File: src/rtl/rmt_decode_pipe_if.sv
// Bundled request/response signals between the decode stage and its driver.
// RMT_DECODE_RANGE_CHK_EN adds the sticky range_err_o flag.
interface rmt_decode_pipe_if #(
    parameter int SRAM_DEPTH = 64,
    parameter int SRAM_INDEX = 6,
    parameter int SRAM_WIDTH = 8
);
    logic                  stall_i;
    logic                  flush_i;
    logic [SRAM_INDEX-1:0] addr0_i, addr1_i, addr2_i, addr3_i;
    logic                  rden0_i, rden1_i, rden2_i, rden3_i;
    logic [SRAM_INDEX-1:0] addr0wr_i, addr1wr_i;
    logic                  we0_i, we1_i;
    logic [SRAM_WIDTH-1:0] data0wr_i, data1wr_i;

    logic [SRAM_DEPTH-1:0] decoded_addr0_o, decoded_addr1_o, decoded_addr2_o, decoded_addr3_o;
    logic [SRAM_DEPTH-1:0] decoded_addr0wr_o, decoded_addr1wr_o;
    logic                  we0_o, we1_o;
    logic [SRAM_WIDTH-1:0] data0wr_o, data1wr_o;
    logic                  bypass_hit0_o, bypass_hit1_o, bypass_hit2_o, bypass_hit3_o;
    logic [SRAM_WIDTH-1:0] bypass_data0_o, bypass_data1_o, bypass_data2_o, bypass_data3_o;
    logic [7:0]            wr_conflict_cnt_o;
`ifdef RMT_DECODE_RANGE_CHK_EN
    logic                  range_err_o;
`endif

    modport master (
        output stall_i, flush_i,
        output addr0_i, addr1_i, addr2_i, addr3_i,
        output rden0_i, rden1_i, rden2_i, rden3_i,
        output addr0wr_i, addr1wr_i, we0_i, we1_i, data0wr_i, data1wr_i,
        input  decoded_addr0_o, decoded_addr1_o, decoded_addr2_o, decoded_addr3_o,
        input  decoded_addr0wr_o, decoded_addr1wr_o, we0_o, we1_o, data0wr_o, data1wr_o,
        input  bypass_hit0_o, bypass_hit1_o, bypass_hit2_o, bypass_hit3_o,
        input  bypass_data0_o, bypass_data1_o, bypass_data2_o, bypass_data3_o,
`ifdef RMT_DECODE_RANGE_CHK_EN
        input  range_err_o,
`endif
        input  wr_conflict_cnt_o
    );

    modport slave (
        input  stall_i, flush_i,
        input  addr0_i, addr1_i, addr2_i, addr3_i,
        input  rden0_i, rden1_i, rden2_i, rden3_i,
        input  addr0wr_i, addr1wr_i, we0_i, we1_i, data0wr_i, data1wr_i,
        output decoded_addr0_o, decoded_addr1_o, decoded_addr2_o, decoded_addr3_o,
        output decoded_addr0wr_o, decoded_addr1wr_o, we0_o, we1_o, data0wr_o, data1wr_o,
        output bypass_hit0_o, bypass_hit1_o, bypass_hit2_o, bypass_hit3_o,
        output bypass_data0_o, bypass_data1_o, bypass_data2_o, bypass_data3_o,
`ifdef RMT_DECODE_RANGE_CHK_EN
        output range_err_o,
`endif
        output wr_conflict_cnt_o
    );
endinterface

File: src/rtl/rmt_decode_pipe.sv
// Registered address decode stage in front of the 4R/2W decoded-address SRAM.
// Optional sticky index range check enabled by RMT_DECODE_RANGE_CHK_EN.
module rmt_decode_pipe #(
    parameter int SRAM_DEPTH = 64,
    parameter int SRAM_INDEX = 6,
    parameter int SRAM_WIDTH = 8
) (
    input  logic               clk,
    input  logic               reset,
    rmt_decode_pipe_if.slave   bus
);
    localparam int NR = 4;
    localparam int NW = 2;

    function automatic logic in_range(input logic [SRAM_INDEX-1:0] idx);
        return 32'(idx) < 32'(SRAM_DEPTH);
    endfunction

    function automatic logic [SRAM_DEPTH-1:0] onehot(input logic en, input logic [SRAM_INDEX-1:0] idx);
        logic [SRAM_DEPTH-1:0] r;
        r = '0;
        for (int unsigned i = 0; i < SRAM_DEPTH; i++) begin
            r[i] = en && (32'(idx) == i);
        end
        return r;
    endfunction

    logic [SRAM_INDEX-1:0] addr_in  [NR];
    logic [NR-1:0]         rden_in;
    logic [SRAM_INDEX-1:0] awr_in   [NW];
    logic [NW-1:0]         we_in;
    logic [SRAM_WIDTH-1:0] dwr_in   [NW];

    logic [SRAM_INDEX-1:0] addr_q   [NR];
    logic [SRAM_INDEX-1:0] addr_d   [NR];
    logic [NR-1:0]         rden_q, rden_d;
    logic [SRAM_INDEX-1:0] addrwr_q [NW];
    logic [SRAM_INDEX-1:0] addrwr_d [NW];
    logic [NW-1:0]         we_q, we_d;
    logic [SRAM_WIDTH-1:0] datawr_q [NW];
    logic [SRAM_WIDTH-1:0] datawr_d [NW];
    logic [7:0]            cnt_q, cnt_d;

    logic [NR-1:0]         rden_ld;
    logic [NW-1:0]         we_ld;
    logic [NW-1:0]         wr_ok;
    logic [NW-1:0]         we_out;
    logic                  conflict;
    logic [SRAM_DEPTH-1:0] dec_rd   [NR];
    logic [SRAM_DEPTH-1:0] dec_wr   [NW];
    logic [NR-1:0]         hit;
    logic [SRAM_WIDTH-1:0] bdata    [NR];

    always_comb begin
        addr_in[0] = bus.addr0_i;  addr_in[1] = bus.addr1_i;
        addr_in[2] = bus.addr2_i;  addr_in[3] = bus.addr3_i;
        rden_in    = {bus.rden3_i, bus.rden2_i, bus.rden1_i, bus.rden0_i};
        awr_in[0]  = bus.addr0wr_i; awr_in[1] = bus.addr1wr_i;
        we_in      = {bus.we1_i, bus.we0_i};
        dwr_in[0]  = bus.data0wr_i; dwr_in[1] = bus.data1wr_i;
    end

`ifdef RMT_DECODE_RANGE_CHK_EN
    logic range_err_q, range_err_d;
    logic range_set;

    // Out-of-range ports are dropped at load so they never reach the SRAM.
    always_comb begin
        range_set = 1'b0;
        for (int unsigned n = 0; n < NR; n++) begin
            rden_ld[n] = rden_in[n] & in_range(addr_in[n]);
            range_set  = range_set | (rden_in[n] & ~in_range(addr_in[n]));
        end
        for (int unsigned m = 0; m < NW; m++) begin
            we_ld[m]  = we_in[m] & in_range(awr_in[m]);
            range_set = range_set | (we_in[m] & ~in_range(awr_in[m]));
        end
    end

    always_comb begin
        range_err_d = range_err_q;
        if (!bus.flush_i && !bus.stall_i) begin
            range_err_d = range_err_q | range_set;
        end
    end

    always_ff @(posedge clk) begin
        if (!reset) range_err_q <= 1'b0;
        else        range_err_q <= range_err_d;
    end

    assign bus.range_err_o = range_err_q;
`else
    always_comb begin
        rden_ld = rden_in;
        we_ld   = we_in;
    end
`endif

    always_comb begin
        addr_d   = addr_q;
        rden_d   = rden_q;
        addrwr_d = addrwr_q;
        we_d     = we_q;
        datawr_d = datawr_q;
        cnt_d    = cnt_q;
        if (bus.flush_i) begin
            rden_d = '0;
            we_d   = '0;
        end else if (!bus.stall_i) begin
            addr_d   = addr_in;
            rden_d   = rden_ld;
            addrwr_d = awr_in;
            we_d     = we_ld;
            datawr_d = dwr_in;
            if (conflict && cnt_q != 8'hFF) cnt_d = cnt_q + 8'd1;
        end
    end

    always_ff @(posedge clk) begin
        if (!reset) begin
            addr_q   <= '{default: '0};
            rden_q   <= '0;
            addrwr_q <= '{default: '0};
            we_q     <= '0;
            datawr_q <= '{default: '0};
            cnt_q    <= '0;
        end else begin
            addr_q   <= addr_d;
            rden_q   <= rden_d;
            addrwr_q <= addrwr_d;
            we_q     <= we_d;
            datawr_q <= datawr_d;
            cnt_q    <= cnt_d;
        end
    end

    // A write whose index lies past the array end never conflicts or forwards.
    always_comb begin
        for (int unsigned m = 0; m < NW; m++) begin
            wr_ok[m] = we_q[m] & in_range(addrwr_q[m]);
        end
        conflict  = wr_ok[0] & wr_ok[1] & (addrwr_q[0] == addrwr_q[1]);
        we_out[0] = we_q[0] & ~conflict;
        we_out[1] = we_q[1];
        for (int unsigned m = 0; m < NW; m++) begin
            dec_wr[m] = onehot(we_out[m], addrwr_q[m]);
        end
        for (int unsigned n = 0; n < NR; n++) begin
            logic h0, h1;
            dec_rd[n] = onehot(rden_q[n], addr_q[n]);
            h1 = rden_q[n] & we_out[1] & wr_ok[1] & (addr_q[n] == addrwr_q[1]);
            h0 = rden_q[n] & we_out[0] & wr_ok[0] & (addr_q[n] == addrwr_q[0]);
            hit[n]   = h0 | h1;
            bdata[n] = h1 ? datawr_q[1] : (h0 ? datawr_q[0] : '0);
        end
    end

    assign bus.decoded_addr0_o   = dec_rd[0];
    assign bus.decoded_addr1_o   = dec_rd[1];
    assign bus.decoded_addr2_o   = dec_rd[2];
    assign bus.decoded_addr3_o   = dec_rd[3];
    assign bus.decoded_addr0wr_o = dec_wr[0];
    assign bus.decoded_addr1wr_o = dec_wr[1];
    assign bus.we0_o             = we_out[0];
    assign bus.we1_o             = we_out[1];
    assign bus.data0wr_o         = datawr_q[0];
    assign bus.data1wr_o         = datawr_q[1];
    assign bus.bypass_hit0_o     = hit[0];
    assign bus.bypass_hit1_o     = hit[1];
    assign bus.bypass_hit2_o     = hit[2];
    assign bus.bypass_hit3_o     = hit[3];
    assign bus.bypass_data0_o    = bdata[0];
    assign bus.bypass_data1_o    = bdata[1];
    assign bus.bypass_data2_o    = bdata[2];
    assign bus.bypass_data3_o    = bdata[3];
    assign bus.wr_conflict_cnt_o = cnt_q;
endmodule

File: src/flat_wrapper.sv
// flat-port wrapper written by rule: the top's interface ports become plain ports
module rmt_decode_pipe_flat 
#(
    parameter int SRAM_DEPTH = 64,
    parameter int SRAM_INDEX = 6,
    parameter int SRAM_WIDTH = 8
)
  (clk, reset, bus_stall_i, bus_flush_i, bus_addr0_i, bus_addr1_i, bus_addr2_i, bus_addr3_i, bus_rden0_i, bus_rden1_i, bus_rden2_i, bus_rden3_i, bus_addr0wr_i, bus_addr1wr_i, bus_we0_i, bus_we1_i, bus_data0wr_i, bus_data1wr_i, bus_decoded_addr0_o, bus_decoded_addr1_o, bus_decoded_addr2_o, bus_decoded_addr3_o, bus_decoded_addr0wr_o, bus_decoded_addr1wr_o, bus_we0_o, bus_we1_o, bus_data0wr_o, bus_data1wr_o, bus_bypass_hit0_o, bus_bypass_hit1_o, bus_bypass_hit2_o, bus_bypass_hit3_o, bus_bypass_data0_o, bus_bypass_data1_o, bus_bypass_data2_o, bus_bypass_data3_o, bus_wr_conflict_cnt_o);
  rmt_decode_pipe_if #(.SRAM_DEPTH(SRAM_DEPTH), .SRAM_INDEX(SRAM_INDEX), .SRAM_WIDTH(SRAM_WIDTH)) bus_i ();
  input  logic clk;
  input  logic reset;
  input wire logic [$bits(bus_i.stall_i)-1:0] bus_stall_i;
  input wire logic [$bits(bus_i.flush_i)-1:0] bus_flush_i;
  input wire logic [$bits(bus_i.addr0_i)-1:0] bus_addr0_i;
  input wire logic [$bits(bus_i.addr1_i)-1:0] bus_addr1_i;
  input wire logic [$bits(bus_i.addr2_i)-1:0] bus_addr2_i;
  input wire logic [$bits(bus_i.addr3_i)-1:0] bus_addr3_i;
  input wire logic [$bits(bus_i.rden0_i)-1:0] bus_rden0_i;
  input wire logic [$bits(bus_i.rden1_i)-1:0] bus_rden1_i;
  input wire logic [$bits(bus_i.rden2_i)-1:0] bus_rden2_i;
  input wire logic [$bits(bus_i.rden3_i)-1:0] bus_rden3_i;
  input wire logic [$bits(bus_i.addr0wr_i)-1:0] bus_addr0wr_i;
  input wire logic [$bits(bus_i.addr1wr_i)-1:0] bus_addr1wr_i;
  input wire logic [$bits(bus_i.we0_i)-1:0] bus_we0_i;
  input wire logic [$bits(bus_i.we1_i)-1:0] bus_we1_i;
  input wire logic [$bits(bus_i.data0wr_i)-1:0] bus_data0wr_i;
  input wire logic [$bits(bus_i.data1wr_i)-1:0] bus_data1wr_i;
  output wire logic [$bits(bus_i.decoded_addr0_o)-1:0] bus_decoded_addr0_o;
  output wire logic [$bits(bus_i.decoded_addr1_o)-1:0] bus_decoded_addr1_o;
  output wire logic [$bits(bus_i.decoded_addr2_o)-1:0] bus_decoded_addr2_o;
  output wire logic [$bits(bus_i.decoded_addr3_o)-1:0] bus_decoded_addr3_o;
  output wire logic [$bits(bus_i.decoded_addr0wr_o)-1:0] bus_decoded_addr0wr_o;
  output wire logic [$bits(bus_i.decoded_addr1wr_o)-1:0] bus_decoded_addr1wr_o;
  output wire logic [$bits(bus_i.we0_o)-1:0] bus_we0_o;
  output wire logic [$bits(bus_i.we1_o)-1:0] bus_we1_o;
  output wire logic [$bits(bus_i.data0wr_o)-1:0] bus_data0wr_o;
  output wire logic [$bits(bus_i.data1wr_o)-1:0] bus_data1wr_o;
  output wire logic [$bits(bus_i.bypass_hit0_o)-1:0] bus_bypass_hit0_o;
  output wire logic [$bits(bus_i.bypass_hit1_o)-1:0] bus_bypass_hit1_o;
  output wire logic [$bits(bus_i.bypass_hit2_o)-1:0] bus_bypass_hit2_o;
  output wire logic [$bits(bus_i.bypass_hit3_o)-1:0] bus_bypass_hit3_o;
  output wire logic [$bits(bus_i.bypass_data0_o)-1:0] bus_bypass_data0_o;
  output wire logic [$bits(bus_i.bypass_data1_o)-1:0] bus_bypass_data1_o;
  output wire logic [$bits(bus_i.bypass_data2_o)-1:0] bus_bypass_data2_o;
  output wire logic [$bits(bus_i.bypass_data3_o)-1:0] bus_bypass_data3_o;
  output wire logic [$bits(bus_i.wr_conflict_cnt_o)-1:0] bus_wr_conflict_cnt_o;
  assign bus_i.stall_i = bus_stall_i;
  assign bus_i.flush_i = bus_flush_i;
  assign bus_i.addr0_i = bus_addr0_i;
  assign bus_i.addr1_i = bus_addr1_i;
  assign bus_i.addr2_i = bus_addr2_i;
  assign bus_i.addr3_i = bus_addr3_i;
  assign bus_i.rden0_i = bus_rden0_i;
  assign bus_i.rden1_i = bus_rden1_i;
  assign bus_i.rden2_i = bus_rden2_i;
  assign bus_i.rden3_i = bus_rden3_i;
  assign bus_i.addr0wr_i = bus_addr0wr_i;
  assign bus_i.addr1wr_i = bus_addr1wr_i;
  assign bus_i.we0_i = bus_we0_i;
  assign bus_i.we1_i = bus_we1_i;
  assign bus_i.data0wr_i = bus_data0wr_i;
  assign bus_i.data1wr_i = bus_data1wr_i;
  assign bus_decoded_addr0_o = bus_i.decoded_addr0_o;
  assign bus_decoded_addr1_o = bus_i.decoded_addr1_o;
  assign bus_decoded_addr2_o = bus_i.decoded_addr2_o;
  assign bus_decoded_addr3_o = bus_i.decoded_addr3_o;
  assign bus_decoded_addr0wr_o = bus_i.decoded_addr0wr_o;
  assign bus_decoded_addr1wr_o = bus_i.decoded_addr1wr_o;
  assign bus_we0_o = bus_i.we0_o;
  assign bus_we1_o = bus_i.we1_o;
  assign bus_data0wr_o = bus_i.data0wr_o;
  assign bus_data1wr_o = bus_i.data1wr_o;
  assign bus_bypass_hit0_o = bus_i.bypass_hit0_o;
  assign bus_bypass_hit1_o = bus_i.bypass_hit1_o;
  assign bus_bypass_hit2_o = bus_i.bypass_hit2_o;
  assign bus_bypass_hit3_o = bus_i.bypass_hit3_o;
  assign bus_bypass_data0_o = bus_i.bypass_data0_o;
  assign bus_bypass_data1_o = bus_i.bypass_data1_o;
  assign bus_bypass_data2_o = bus_i.bypass_data2_o;
  assign bus_bypass_data3_o = bus_i.bypass_data3_o;
  assign bus_wr_conflict_cnt_o = bus_i.wr_conflict_cnt_o;
  rmt_decode_pipe #(.SRAM_DEPTH(SRAM_DEPTH), .SRAM_INDEX(SRAM_INDEX), .SRAM_WIDTH(SRAM_WIDTH)) u_core (.clk(clk), .reset(reset), .bus(bus_i));
endmodule
File: config.mk
export PLATFORM = sky130hd
export DESIGN_NAME = rmt_decode_pipe_flat
export DESIGN_NICKNAME = d
export VERILOG_FILES = /design/src/rtl/rmt_decode_pipe_if.sv /design/src/rtl/rmt_decode_pipe.sv /design/src/flat_wrapper.sv
export SDC_FILE = /design/constraint.sdc
export NUM_CORES = 1
export LEC_CHECK = 0
export ABC_AREA = 1
export CORE_AREA = 5 5 194 196
export CTS_BUF_LIST = sky130_fd_sc_hd__clkbuf_2 sky130_fd_sc_hd__clkbuf_4 sky130_fd_sc_hd__clkbuf_8
export DETAILED_ROUTE_END_ITERATION = 6
export DIE_AREA = 0 0 199 201
export PLACE_DENSITY = 0.56
export SLEW_MARGIN = 20
export SYNTH_ARGS = -nofsm -noshare
export SYNTH_HDL_FRONTEND = slang
export SYNTH_SLANG_ARGS = --single-unit
File: constraint.sdc
create_clock -name clk -period 2.2 [get_ports clk]
set_clock_uncertainty 0.1 [all_clocks]
set_input_delay 0.44 -clock clk [delete_from_list [all_inputs] [get_ports clk]]
set_output_delay 0.44 -clock clk [all_outputs]
set_load 0.01 [all_outputs]
* Word-level counts from Yosys, hierarchy flattened
Index checks and enable logic that the tools add are counted.
** Storage, ports and cells
- Output and inout port bits :: 446
- Register bits :: 66
** Cells by class
- $add $sub $neg :: 1
- Equality and inequality tests :: 388
- Reduce and logical (&&, ||, !) cells :: 394
- Bitwise gates (word level) :: 35
- Muxes and demuxes :: 8
** Operators by type and width (number)
- $eq 6x6->1 const B :: 192
- $eq 6x5->1 const B :: 96
- $logic_and 1x1->1 :: 385
- $eq 6x4->1 const B :: 48
- $eq 6x3->1 const B :: 24
- $eq 6x2->1 const B :: 12
- $mux 8 :: 8
- $eq 6x6->1 :: 9
- $eq 6x1->1 const B :: 6
- $logic_not 6->1 :: 6
- $and 1x1->1 :: 27
- $add 8x1->8 const B :: 1
- $ne 8x8->1 const B :: 1
- $not 1->1 :: 4
- $or 1x1->1 :: 4
- $reduce_and 3->1 :: 1
- $reduce_and 2->1 :: 1
- $reduce_or 2->1 :: 1

* Depth between registers and ports, before layout
- Depth after elaboration :: 9
- Mapped depth :: 12

* Worst setup path before layout
OpenSTA, ideal clock, no wires.
- Path type :: reg-to-output
- From :: register u_core.we_q[1]
- To :: output bus_bypass_data2_o[5]
- Required time :: 1.660 ns
- Stages on the path, launching flop included :: 11
- Arrival :: 1.404 ns
- Slack :: 0.256 ns
- Cells stage by stage :: dfxtp_1 > buf_2 > nand2_1 > a21oi_1 > nand3b_1 > nor2_1 > buf_2 > nand2_1 > o21ai_0 > nand2_1 > inv_1
** On the way
- Longest elaborated chain between the ends :: 9
** Ends and longest elaborated chain
- start, declared :: RTL line rmt_decode_pipe.sv:39 : logic [NW-1:0] we_q, we_d;
- start signal, assigned :: RTL line rmt_decode_pipe.sv:132 : we_q <= we_d;
- $and 1x1->1 (2 in series) :: RTL line rmt_decode_pipe.sv:143 : conflict = wr_ok[0] & wr_ok[1] & (addrwr_q[0] == addrwr_q[1]);
- $not 1->1 :: RTL line rmt_decode_pipe.sv:144 : we_out[0] = we_q[0] & ~conflict;
- $and 1x1->1 :: RTL line rmt_decode_pipe.sv:144
- $and 1x1->1 (3 in series) :: RTL line rmt_decode_pipe.sv:153 : h0 = rden_q[n] & we_out[0] & wr_ok[0] & (addr_q[n] == addrwr_q[0]);
- $mux 8 :: RTL line rmt_decode_pipe.sv:155 : bdata[n] = h1 ? datawr_q[1] : (h0 ? datawr_q[0] : '0);
- $mux 8 (*) :: RTL line rmt_decode_pipe.sv:155
- end, declared :: RTL line flat_wrapper.sv:44 : output wire logic [$bits(bus_i.bypass_data2_o)-1:0] bus_bypass_data2_o;
Mark *: on every way between the ends. The rest lies on a longest branch, timed or not.

* Final worst setup path
- From :: register u_core.we_q[1]
- To :: output bus_bypass_data3_o[3]
** On the way
- Longest elaborated chain between the ends :: 9
** Ends and longest elaborated chain
- $and 1x1->1 (2 in series) :: RTL line rmt_decode_pipe.sv:143
- $not 1->1 :: RTL line rmt_decode_pipe.sv:144
- $and 1x1->1 :: RTL line rmt_decode_pipe.sv:144
- $and 1x1->1 (3 in series) :: RTL line rmt_decode_pipe.sv:153
- $mux 8 :: RTL line rmt_decode_pipe.sv:155
- $mux 8 (*) :: RTL line rmt_decode_pipe.sv:155
- end, declared :: RTL line flat_wrapper.sv:45 : output wire logic [$bits(bus_i.bypass_data3_o)-1:0] bus_bypass_data3_o;
Marked as above.

==> impl_results.md <==
* 1st-pass router iterations at 4
* CP max stage cell: dfxtp_4
* Vias in the first global route at ~10,000
* Slowest cell delay on critical path at roughly 0.37 ns
* Seq cells post-synth at 66
* PortBufs at between 500 and 600
* Post-synth EDFFs at 0
* Avg Vias per Cell at 4.45
* RSZ-0062 raised after global routing: true
* Initial DRC count at a little over 500
* GRT Total Usage at about a fifth
* Worst hold start: u_core.bus.wr_conflict_cnt_o[5]
* Final Slew Violations at 0
* Routed WL at approximately 43,000 µm
* Maximum Capacitance Violations at 0
* Most frequent CP cell: buf_6
* CTS tree: yes
* Synth top area share at just under 30%
* Commonest non-fill, non-tap cell in the layout: nor2_1
* Pre-CTS WS at -0.742 ns
* LEAKAGE at approximately 7 nW
* Status: finished, violations left
* Final Util at ~40%
* Final global-route overflow total at 0
* Total CTS buffers at 9
* Synth Flop Type: dfxtp_1
* Failing checks: negative setup slack
* Remaining DRCs at 0
* Most frequent cells in the layout: nor2_1, buf_2, buf_4, clkbuf_2, nand2_1
* Worst-path cell chain: nand2_1 -> a21oi_1 -> nand3_4 -> nor2_8 -> nor2_4 -> buf_12 -> buf_6 -> nand3_2 -> nand2_2 -> buf_6
* Final setup fails at 130
* Placed Cells at ~2,300
* Pin count of the biggest net entering global routing at 33
* Critical path class: reg2out
* Crit start category: flip-flop
* Die Area at 40,000 µm²
* Fin nets at about 2,000
* Crit. End Element: primary output
* Count of cell types in the netlist at 29
* Sequential share of the synthesized area at 21.2%
* Die H at around 200 µm
* Num ports at about 510
* Layout cells sized above 1 at 53.8%
* Max Clk Rate at 390 MHz
* Fin crit period at approximately 2.6 ns
* Initial antenna violation count at 4
* CTS hold repair buffers at 0
* CTS max path bufs at 2
* Async SR Flop Fraction at 0%
* H-tree depth at 3
* Worst skew pair latency at ~0.38 ns
* WL/cell at approximately 18 µm
* Hold Vio Cnt, Final at 0
* Post-Layout Cell Count at 2,419
* Slew @ Worst Pin at roughly 0.47 ns
* Root Driver: clkbuf_8
* Post-Syn Area at around 6200 µm²
* Fin crit share at 117%
* Syn avg cell area at around 5 µm²
* HPWL Detailed at ~33,000 µm
* Required @ worst endpoint at approximately 1.7 ns
* Remaining antenna violation count at 0
* Hold Path Class: reg2reg
* Cell taking the most area after synthesis: nor2_1
* Gp weighted congestion at roughly 0.92
* Initial core utilization at approximately 17%
* Relative slew slack at between 60% and 70%
* Synth Instances at approximately 1,200
* Setup ws final at -0.367 ns
* Crit Path Max Fanout at 5
* Worst-path clk slew at about 0.09 ns
* Vias post-DR at between 10,000 and 15,000
* Synth area leaders: nor2_1, dfxtp_1, nand2_1, o21ai_0, nand3_1
* Total Power at around 4.3 mW
* Reg2reg start: u_core.we_q[1]
* DIE WIDTH at 199 µm
* Global-route wire length before repair at approximately 63,000 µm
* P per Cell Area at approximately 300 nW/µm²
* Clk sinks at 66
* Synthesized Nets at ~1,300
* Worst Setup SP: u_core.we_q[1]
* Area growth syn-to-layout at 130%
* YS warnings at 0
* Number of cell rows at 70
* CP Data Arrival Time at around 2.0 ns
* VDD IR max at roughly 0.00030 V
* Core area at 35,900 µm²
[where the power goes]
group	switching [mW]	internal, mW	total (mW)	leakage [nW]
clock network	0.597	0.646	1.24	0.106
registers	0.103	1.26	1.37	0.559
logic	0.900	0.749	1.65	6.17
[synthesized netlist by cell type (3+ instances only)]
cell type	number
nor2_1	496
nand2_1	269
o21ai_0	86
inv_1	68
dfxtp_1	66
nand3_1	64
a21oi_1	50
clkbuf_1	41
nand2_2	18
inv_2	13
buf_2	12
xnor2_1	10
nand4_1	8
buf_6	4
buf_4	3
nor3_1	3
[cell type report]
class,count,area (µm²)
fillers,3892,21600
repair buffers,762,5950
multi-input cells,1025,5860
flip-flops and latches,66,1400
well taps,468,586
inverters,81,337
clock buffers,9,124
clock inverters,7,101
diodes,1,2.50
[per-layer routing]
metal | GRT usage [%] | part of all wire, % | vias up
met2 | 34.5 | 50 | 379
li1 | - | - | 5258
met1 | 24.7 | 42 | 5073
met4 | 2.88 | 1.5 | 8
met5 | 0 | 0.12 | -
met3 | 5.09 | 6.9 | 50
[worst paths after layout]
check	endpoint	slack, ns	depth (start not counted)
worst max register to register	u_core.bus.wr_conflict_cnt_o[2]	0.44	9
worst min register to register	u_core.bus.wr_conflict_cnt_o[5]	0.45	4
worst min-delay path	u_core.bus.wr_conflict_cnt_o[5]	0.45	4
worst max-delay path	bus_bypass_data3_o[3]	-0.37	10
[state kept, by name, indices dropped and copies added (netlist names)]
name,count
u_core.rden_q,4
u_core.we_q,2
u_core.addrwr_q,12
u_core.addr_q,24
u_core.bus.data0wr_o,8
u_core.bus.wr_conflict_cnt_o,8
u_core.bus.data1wr_o,8
[critical path: cells and delay by family, from the launching register on]
kind                   cells  cell delay [ns]
buffers and inverters      3             0.39
flip-flops                 1             0.37
AO/OA/AOI/OAI              1             0.27
AND/OR/NAND/NOR            6             0.61
[through the flow]
step | cell area [µm²] | TNS [ns] | hold WS (ns)
detailed placement | 13000 | -72.14 | 0.430
global route | 14400 | -45.16 | 0.491
finish | 14400 | -30.41 | 0.453
floorplan | 6240 | 0 | 0.403
global placement | 13000 | -74.25 | 0.424
CTS | 14100 | -29.65 | 0.455
[timing repair]
item | 4_1_cts | 5_1_grt
resized for setup | 1390 | 756
pin swaps | 62 | 79
endpoints found under the setup margin | 421 | 412
cloned | 5 | 5
buffers inserted | 38 | 40
[kinds of logic (layout without fill, tap and decap cells)]
kind of cell / count (synthesis) / after routing / share of synthesized area [%]
simple gates: 867 / 868 / 55.7
compound gates: 144 / 144 / 11.7
buf+inv: 143 / 859 / 9.50
flops: 66 / 66 / 21.2
xor+xnor: 12 / 12 / 1.68
fa+ha+maj: 1 / 1 / 0.200
other cells: 0 / 1 / 0
Note: power is estimated with default switching activity, not from simulation.
